[config.mk]
export PLATFORM = sky130hd
export DESIGN_NAME = lockin_demod
export DESIGN_NICKNAME = d
export VERILOG_FILES = /design/src/rtl/lia_pkg.sv /design/src/rtl/lia_mac.sv /design/src/rtl/lockin_demod.sv
export SDC_FILE = /design/constraint.sdc
export NUM_CORES = 2
export LEC_CHECK = 0
export BUFFER_PORTS_ARGS = -buffer_cell sky130_fd_sc_hd__buf_2
export CAP_MARGIN = 20
export CORE_MARGIN = 3
export CORE_UTILIZATION = 55
export CTS_BUF_LIST = sky130_fd_sc_hd__clkbuf_4 sky130_fd_sc_hd__clkbuf_8
export DETAILED_ROUTE_END_ITERATION = 16
export PLACE_DENSITY = 0.72
export SLEW_MARGIN = 0
export SYNTH_ARGS = -nofsm -noshare
export SYNTH_HDL_FRONTEND = slang
export SYNTH_SLANG_ARGS = --single-unit
[constraint.sdc]
create_clock -name clk -period 4.6 [get_ports clk]
set_clock_uncertainty 0.2 [all_clocks]
set_input_delay 0.69 -clock clk [delete_from_list [all_inputs] [get_ports clk]]
set_output_delay 0.69 -clock clk [all_outputs]
set_load 0.03 [all_outputs]
[src/rtl/lia_pkg.sv]
`default_nettype none
// +----------------------------------------------------------------------+
// | lia_pkg : shared types and helpers for the lockin_demod lock-in      |
// | Rev 1.0                                                              |
// +----------------------------------------------------------------------+
package lia_pkg;

  typedef enum logic [0:0] {
    IDLE = 1'b0,
    RUN  = 1'b1
  } lia_state_t;

  // Accumulator must absorb 2^MAX_LOG2 full-width products without overflow.
  function automatic int acc_w(input int data_w, input int max_log2);
    return 2 * data_w + max_log2;
  endfunction

  function automatic logic [4:0] clamp_len(input logic [4:0] len, input int max_log2);
    logic [4:0] lim;
    lim = 5'(max_log2);
    return (len > lim) ? lim : len;
  endfunction

endpackage
`default_nettype wire

[src/rtl/lia_mac.sv]
`default_nettype none
// +----------------------------------------------------------------------+
// | lia_mac : registered multiply, integrate and dump-with-restart        |
// | Rev 1.0                                                              |
// +----------------------------------------------------------------------+
module lia_mac
  import lia_pkg::*;
#(
  parameter int DATA_W   = 16,
  parameter int MAX_LOG2 = 16,
  parameter int OUT_W    = 32
) (
  input  logic                     clk,
  input  logic                     rst,
  input  logic                     smp_valid,
  input  logic signed [DATA_W-1:0] sig_in,
  input  logic signed [DATA_W-1:0] ref_in,
  input  logic                     acc_en,
  input  logic                     clear,
  input  logic                     last,
  input  logic [4:0]               shift,
  output logic signed [OUT_W-1:0]  result
);

  localparam int ACC_W  = acc_w(DATA_W, MAX_LOG2);
  localparam int PROD_W = 2 * DATA_W;

  logic signed [PROD_W-1:0] prod_d, prod_q;
  logic signed [ACC_W-1:0]  acc_d, acc_q;
  logic signed [ACC_W-1:0]  prod_ext;
  logic signed [ACC_W-1:0]  sum;
  logic signed [OUT_W-1:0]  result_d, result_q;

  always_comb begin
    prod_d   = prod_q;
    acc_d    = acc_q;
    result_d = result_q;
    if (smp_valid) prod_d = sig_in * ref_in;
    prod_ext = {{(ACC_W - PROD_W){prod_q[PROD_W-1]}}, prod_q};
    sum      = acc_q + prod_ext;
    if (clear) begin
      acc_d = '0;
    end else if (acc_en) begin
      // The closing product goes straight into the dump; the next window starts empty.
      if (last) begin
        acc_d    = '0;
        result_d = OUT_W'(sum >>> shift);
      end else begin
        acc_d = sum;
      end
    end
  end

  always_ff @(posedge clk or negedge rst) begin
    if (!rst) begin
      prod_q   <= '0;
      acc_q    <= '0;
      result_q <= '0;
    end else begin
      prod_q   <= prod_d;
      acc_q    <= acc_d;
      result_q <= result_d;
    end
  end

  assign result = result_q;

endmodule
`default_nettype wire

[src/rtl/lockin_demod.sv]
`default_nettype none
// +----------------------------------------------------------------------+
// | lockin_demod : I/Q lock-in demodulator with integrate-and-dump and    |
// | valid/ready output. Define LIA_MAG_EN to add the mag_out estimate.    |
// | Rev 1.0                                                              |
// +----------------------------------------------------------------------+
module lockin_demod
  import lia_pkg::*;
#(
  parameter int DATA_W   = 16,
  parameter int MAX_LOG2 = 16,
  parameter int OUT_W    = 32
) (
  input  logic                     clk,
  input  logic                     rst,
  input  logic                     enable,
  input  logic [4:0]               len_log2,
  input  logic                     in_valid,
  input  logic signed [DATA_W-1:0] sig_in,
  input  logic signed [DATA_W-1:0] sin_in,
  input  logic signed [DATA_W-1:0] cos_in,
  output logic                     out_valid,
  input  logic                     out_ready,
  output logic signed [OUT_W-1:0]  i_out,
  output logic signed [OUT_W-1:0]  q_out,
`ifdef LIA_MAG_EN
  output logic [OUT_W-1:0]         mag_out,
`endif
  output logic                     overrun
);

  localparam int CNT_W = MAX_LOG2 + 1;

  lia_state_t              state_d, state_q;
  logic [4:0]              len_d, len_q;
  logic [CNT_W-1:0]        cnt_d, cnt_q;
  logic                    p_valid_d, p_valid_q;
  logic                    out_valid_d, out_valid_q;
  logic                    overrun_d, overrun_q;
  logic                    acc_en, last, clear, done, new_res;
  logic signed [OUT_W-1:0] mac_i, mac_q;

  always_comb begin
    state_d   = state_q;
    len_d     = len_q;
    cnt_d     = cnt_q;
    clear     = 1'b0;
    p_valid_d = in_valid & enable;
    acc_en    = p_valid_q && (state_q == RUN) && enable;
    last      = (cnt_q == ((CNT_W'(1) << len_q) - CNT_W'(1)));
    done      = acc_en && last;
    case (state_q)
      IDLE: begin
        if (enable) begin
          state_d = RUN;
          len_d   = clamp_len(len_log2, MAX_LOG2);
          cnt_d   = '0;
          clear   = 1'b1;
        end
      end
      RUN: begin
        if (!enable) begin
          state_d = IDLE;
        end else if (acc_en) begin
          if (last) begin
            cnt_d = '0;
            len_d = clamp_len(len_log2, MAX_LOG2);
          end else begin
            cnt_d = cnt_q + CNT_W'(1);
          end
        end
      end
      default: state_d = IDLE;
    endcase
  end

  lia_mac #(.DATA_W(DATA_W), .MAX_LOG2(MAX_LOG2), .OUT_W(OUT_W)) u_mac_i (
    .clk       (clk),
    .rst       (rst),
    .smp_valid (in_valid),
    .sig_in    (sig_in),
    .ref_in    (sin_in),
    .acc_en    (acc_en),
    .clear     (clear),
    .last      (last),
    .shift     (len_q),
    .result    (mac_i)
  );

  lia_mac #(.DATA_W(DATA_W), .MAX_LOG2(MAX_LOG2), .OUT_W(OUT_W)) u_mac_q (
    .clk       (clk),
    .rst       (rst),
    .smp_valid (in_valid),
    .sig_in    (sig_in),
    .ref_in    (cos_in),
    .acc_en    (acc_en),
    .clear     (clear),
    .last      (last),
    .shift     (len_q),
    .result    (mac_q)
  );

`ifdef LIA_MAG_EN
  logic                    done_q;
  logic signed [OUT_W-1:0] i_d, i_q, q_d, q_q;
  logic [OUT_W-1:0]        mag_d, mag_q, abs_i, abs_q;

  // Two's-complement minimum has no positive counterpart, so clip it.
  function automatic logic [OUT_W-1:0] abs_sat(input logic signed [OUT_W-1:0] v);
    if (!v[OUT_W-1]) return v;
    if (v[OUT_W-2:0] == '0) return {1'b0, {(OUT_W-1){1'b1}}};
    return -v;
  endfunction

  always_comb begin
    abs_i   = abs_sat(mac_i);
    abs_q   = abs_sat(mac_q);
    new_res = done_q;
    i_d     = i_q;
    q_d     = q_q;
    mag_d   = mag_q;
    if (done_q) begin
      i_d   = mac_i;
      q_d   = mac_q;
      mag_d = (abs_i > abs_q) ? abs_i + (abs_q >> 1) : abs_q + (abs_i >> 1);
    end
  end

  always_ff @(posedge clk or negedge rst) begin
    if (!rst) begin
      done_q <= 1'b0;
      i_q    <= '0;
      q_q    <= '0;
      mag_q  <= '0;
    end else begin
      done_q <= done;
      i_q    <= i_d;
      q_q    <= q_d;
      mag_q  <= mag_d;
    end
  end

  assign i_out   = i_q;
  assign q_out   = q_q;
  assign mag_out = mag_q;
`else
  assign new_res = done;
  assign i_out   = mac_i;
  assign q_out   = mac_q;
`endif

  // A landing result always wins; otherwise a transfer retires the held one.
  assign out_valid_d = new_res | (out_valid_q & ~out_ready);
  assign overrun_d   = overrun_q | (new_res & out_valid_q & ~out_ready);

  always_ff @(posedge clk or negedge rst) begin
    if (!rst) begin
      state_q     <= IDLE;
      len_q       <= '0;
      cnt_q       <= '0;
      p_valid_q   <= 1'b0;
      out_valid_q <= 1'b0;
      overrun_q   <= 1'b0;
    end else begin
      state_q     <= state_d;
      len_q       <= len_d;
      cnt_q       <= cnt_d;
      p_valid_q   <= p_valid_d;
      out_valid_q <= out_valid_d;
      overrun_q   <= overrun_d;
    end
  end

  assign out_valid = out_valid_q;
  assign overrun   = overrun_q;

endmodule
`default_nettype wire

# Word level (Yosys, flattened, before mapping)
# Index checks and enable logic that the tools add are counted.
word_totals:
  regBits: 250
  input_bits: 58
  out_inout_bits: 66
op_classes:
  shifts: 3
  reduce_logical: 7
  mul: 2
  n_bitwise: 9
  magnitude_cmp: 1
  eq_ne: 5
  addsub: 4
  mux: 19
ops:
  columns: ["op", "n"]
  rows:
  - ["2-to-1 mux 48 bit", 6]
  - ["adder 48 x 32 -> 48 bit", 2]
  - [">>> shifter 48 x 5 -> 32 bit", 2]
  - ["2-to-1 mux 17 bit", 4]
  - ["multiplier 16 x 16 -> 32 bit", 2]
  - ["one-hot mux 17 bit (2 select lines)", 1]
  - ["2-to-1 mux 5 bit", 5]
  - ["adder 17 x 1 -> 17 bit, second input constant", 1]
  - ["equality test 17 bit", 1]
  - ["<< shifter 1 x 5 -> 17 bit, first input constant", 1]
  - ["subtractor 17 x 1 -> 17 bit, second input constant", 1]
  - ["one-hot mux 5 bit (2 select lines)", 1]
  - ["AND reduction 3 bit", 2]
  - ["greater-than comparator 5 bit, second input constant", 1]
  - ["AND 1 bit", 4]
  - ["inequality test 2 x 1 -> 1 bit, second input constant", 2]
  - ["inequality test 2 bit, second input constant", 2]
  - ["AND reduction 4 bit", 1]
  - ["logical AND 1 bit", 3]
  - ["NOT 1 bit", 3]
  - ["2-to-1 mux 1 bit", 2]
  - ["bitwise OR 1 bit", 2]
  - ["nonzero test 2 bit", 1]

# Depth between registers and ports, before layout
depth:
  ltp_word: 7
  depth_mapped: 26
  mapped_depth_nobuf: 25

# Modules after synthesis
# Synthesis repeated with hierarchy kept, for this count alone.
hier_totals:
  cells_unflattened: 4907
  hier_area_um2: 42614.6
by_module_without_submodules:
  columns: ["mod", "cells_per_inst", "area_per_inst_um2", "n_inst", "seq_area_each_um2"]
  rows:
  - ["lia_mac (u_mac_i)", 2351, 20463.4, 1, 2802.7]
  - ["lia_mac (u_mac_q)", 2335, 20276.9, 1, 2802.7]
  - ["lockin_demod", 221, 1874.3, 1, 650.6]

# Least setup slack after synthesis
# Ideal clock, no wire load.
synth_timing:
  path_kind: "input -> register"
  startpoint: "input port sig_in[13]"
  endpoint: "register u_mac_q.prod_q[29]"
  setup_time_ns: 0.125
  required_time_ns: 4.275
  slack_ns: -2.404
  stages: 23
  n_path_buf: 1
  arrival_ns: 6.679
  cell_sequence: "clkbuf_1 > and2_1 > fa_1 > inv_1 > fa_1 > inv_1 > fa_1 > inv_1 > fa_1 > fa_1 > fa_1 > inv_1 > ha_1 > and3_1 > a221o_1 > a311oi_1 > o21ai_1 > a2111oi_0 > nor3_1 > and2_1 > o21ai_0 > a221oi_1 > mux2_2"
synth_via:
  elab_chain_len: 1
synth_lines:
  columns: ["item", "line_no", "source"]
  rows:
  - ["start, declared", "lockin_demod.sv:19", "input logic signed [DATA_W-1:0] sig_in,"]
  - ["multiplier 16 x 16 -> 32 bit", "lia_mac.sv:38", "if (smp_valid) prod_d = sig_in * ref_in;"]
  - ["end signal, assigned", "lia_mac.sv:60", "prod_q <= prod_d;"]
  - ["end, declared", "lia_mac.sv:28", "logic signed [PROD_W-1:0] prod_d, prod_q;"]
# Every way passes these cells.
# A chain may end at the register's enable or synchronous reset.

# Worst setup path in the final report
layout_timing:
  startpoint: "input port cos_in[3]"
  endpoint: "register u_mac_q.prod_q[31]"
layout_via:
  elab_chain_len: 1
layout_lines:
  columns: ["item", "line_no", "source"]
  rows:
  - ["start, declared", "lockin_demod.sv:21", "input logic signed [DATA_W-1:0] cos_in,"]
  - ["multiplier 16 x 16 -> 32 bit", "lia_mac.sv:38", null]
# Every way passes these cells.

==> flow_metrics.py <==
metrics = {
    "place": {
        "io_buffer_count": 123,
        "gp_congestion": 0.9933,
        "post_dp_cell_area_um2": 46210,
        "pre_cts_slack_ns": -2.431,
        "place_hpwl_um": 95230,
    },
    "synthesis": {
        "yosysWarnings": 0,
        "synth_xor_xnor_area_share": 0.03782,
        "syn_area_per_cell_um2": 8.717,
        "synth_nets": 5600,
        "synth_top_family_by_area": "adder cells",
        "synthCells": 4756,
        "async_flop_share": 1.000,
        "synthSimpleGateAreaFrac": 0.1605,
        "synth_edf_count": 0,
        "ys_seq_area_frac": 0.1509,
        "synthMuxAreaShare": 0.06863,
        "ys_ff_latch": 250,
        "netlist_area_um2": 41460,
        "netlist-cell-type-count": 106,
        "ys.flop_type": "dfrtp_1",
        "synthAdderAreaFrac": 0.3325,
        "synth_compound_area_frac": 0.1664,
    },
    "cts": {
        "clk_latency_ns": 0.61,
        "cts-root-buf": "clkbuf_8",
        "cts_tree": "built",
        "clk_pin_slew_ns": 0.07,
        "clockBufferDepth": 3,
        "cts.htree.levels": 2,
        "clkSinkCount": 250,
        "numCtsBuffers": 43,
    },
    "outcome": {
        "status": "finished, violations left",
        "violations": "setup timing",
    },
    "hold_path": {
        "hold_path_startpoint": "enable",
        "hp-class": "in -> reg",
        "whs_path_depth": 1,
        "whs_endpoint": "state_q",
    },
    "global_routing": {
        "grt-ovfl-total": 0,
        "grt_first_pass_wirelength_um": 199600,
        "grt_start_max_net_pins": 96,
        "grt_pass1_vias": 37110,
        "antenna_found_initial": 1,
        "grtUsageTotal": 0.3123,
    },
    "floorplan": {
        "die_w_um": 280.5,
        "core_um2": 74570,
        "io_pins": 124,
        "dieArea_um2": 78710,
        "start_util": 0.5559,
        "core.rowCount": 100,
        "die_h_um": 280.5,
    },
    "layout": {
        "final_cell_mix": "inv_1, fa_1, nand2_1",
        "areaGrowthSynthToFinish_pct": 18.75,
        "final_util": 0.6602,
        "drive_above_1_share": 0.2241,
        "fin_area_um2": 49230,
        "fin_nets": 6009,
        "final_common_cell": "inv_1",
        "final.fill_count": 5945,
    },
    "drt": {
        "drtPass1Iterations": 6,
        "num_vias": 36440,
        "drt_iter0_drc": 3121,
        "wirelength_um": 122300,
        "drc": 0,
        "drt-vias-per-instance": 5.907,
        "ant_nets": 0,
        "wl_per_cell_um": 19.82,
    },
    "timing": {
        "finalSetupViolCount": 46,
        "worst_slack_ns": -1.612,
        "fin_crit_sh": 1.350,
        "worst_pin_slew_ns": 0.9123,
        "fmax_ghz": 0.1610,
        "slew_violations": 0,
        "maxSlewHeadroom": 0.3918,
        "rsz0062_at_grt": "true",
        "finalCriticalPeriod_ns": 6.212,
        "hold_ws_ns": 0.09335,
        "finalHoldViolCount": 0,
    },
    "worst_setup_path": {
        "end_kind": "flip-flop",
        "r2r_cells": 14,
        "cp-start-kind": "input pin",
        "worst-setup-path-type": "in -> reg",
        "r2r_end": "u_mac_i.result[29]",
        "rrSetupSlack_ns": 0.14,
        "r2r_start": "u_mac_i.acc_q[7]",
        "arrival_ns": 6.47,
        "cp_max_fo": 5,
        "required_ns": 4.86,
    },
    "flow_run": {
        "drv_cap": 0,
    },
}
## Yosys cell counts, types with 27 or more instances
master    count  area share
a211oi_1     46      0.0083
a21o_1       64       0.012
a21oi_1     249       0.030
a22o_1       59       0.012
and2_1      267       0.040
and3_1       33      0.0050
buf_1        31      0.0028
buf_2        27      0.0033
clkbuf_1    215       0.019
dfrtp_1     250        0.15
fa_1        526        0.25
ha_1        260       0.078
inv_1       627       0.057
mux2_2       77       0.021
mux2i_1     123       0.030
mux4_2       32       0.017
nand2_1     513       0.046
nand2b_1     31      0.0047
nand3_1      73      0.0088
nand4_1      33      0.0050
nor2_1      256       0.023
nor3_1       61      0.0074
o211ai_1     47      0.0085
o21a_1       33      0.0060
o21ai_0     205       0.025
o21ai_1      29      0.0035
o21bai_1     31      0.0056
xnor2_1     115       0.024
xor2_1       64       0.014
## cells by family (layout without fill, tap and decap cells)
group                    Yosys count  in the layout
AO/OA/AOI/OAI                   1024           1024
XOR/XNOR                         179            179
adder cells (fa/ha/maj)          786            786
buffers and inverters            907           1350
flip-flops                       250            250
multiplexers                     234            234
other                              0              1
AND/OR/NAND/NOR                 1376           1376
## through the flow
stage	instances	setup TNS, ns
floorplan	4756	-56.99
global placement	6025	-81.71
detailed placement	6025	-85.97
CTS	6159	-44.84
global route	6169	-54.03
finish	6169	-47.32
## worst max-delay path, cell delays in order
cell,delay [ns]
buf_8,0.11
and2_4,0.16
fa_1,0.54
inv_1,0.06
fa_2,0.52
inv_2,0.04
fa_1,0.49
inv_2,0.05
fa_1,0.49
fa_1,0.44
fa_1,0.51
inv_2,0.05
ha_4,0.23
and3_4,0.18
a221o_1,0.35
a311oi_2,0.35
o21ai_2,0.13
a2111oi_4,0.33
nor3_2,0.10
a211o_1,0.28
a21oi_2,0.15
xnor2_1,0.13
a21oi_1,0.08
## how the worst max path moves through the flow
stage | from | cells past startpoint | endpoint
finish | cos_in[3] | 23 | u_mac_q.prod_q[31]
global route | cos_in[3] | 23 | u_mac_q.prod_q[31]
CTS | sig_in[3] | 21 | u_mac_q.prod_q[31]
detailed placement | cos_in[4] | 23 | u_mac_q.prod_q[31]
global placement | sig_in[12] | 23 | u_mac_q.prod_q[31]
floorplan | sig_in[11] | 23 | u_mac_q.prod_q[31]
## final cells by class
class	instances	area, um^2	area share
clock inverter	25	245.2	0.004981
inverter	631	2377	0.04829
multi-input combinational	3599	33150	0.6733
clock buffer	54	693.2	0.01408
tap	969	1212	0.02463
antenna	1	2.502	0.00005083
sequential	250	6264	0.1272
timing repair buffer	640	5290	0.1075
## repair_timing
item	CTS	global route
hold endpoints to repair	80	0
pin swaps	177	88
setup endpoints to repair	50	78
gates cloned	3	0
setup buffers	66	16
hold buffers	1	0
gates resized for setup	289	112
## sequential cells by signal (all words and copies together), names as in the netlist
register	count
u_mac_q.result	32
u_mac_i.result	32
len_q	5
state_q	1
u_mac_i.prod_q	32
u_mac_q.prod_q	32
u_mac_q.acc_q	48
out_valid	1
p_valid_q	1
overrun	1
cnt_q	17
u_mac_i.acc_q	48
## routing by layer
metal	global-route usage	vias to the layer above	routed length, um
li1	-	16810	-
met2	0.5027	1450	55780
met4	0.09524	0	4012
met5	0	-	0
met3	0.03461	245	8296
met1	0.4463	17940	54180
Power is not shown: default switching activity piles up to over one toggle a cycle in this logic, so the estimate is an artifact.
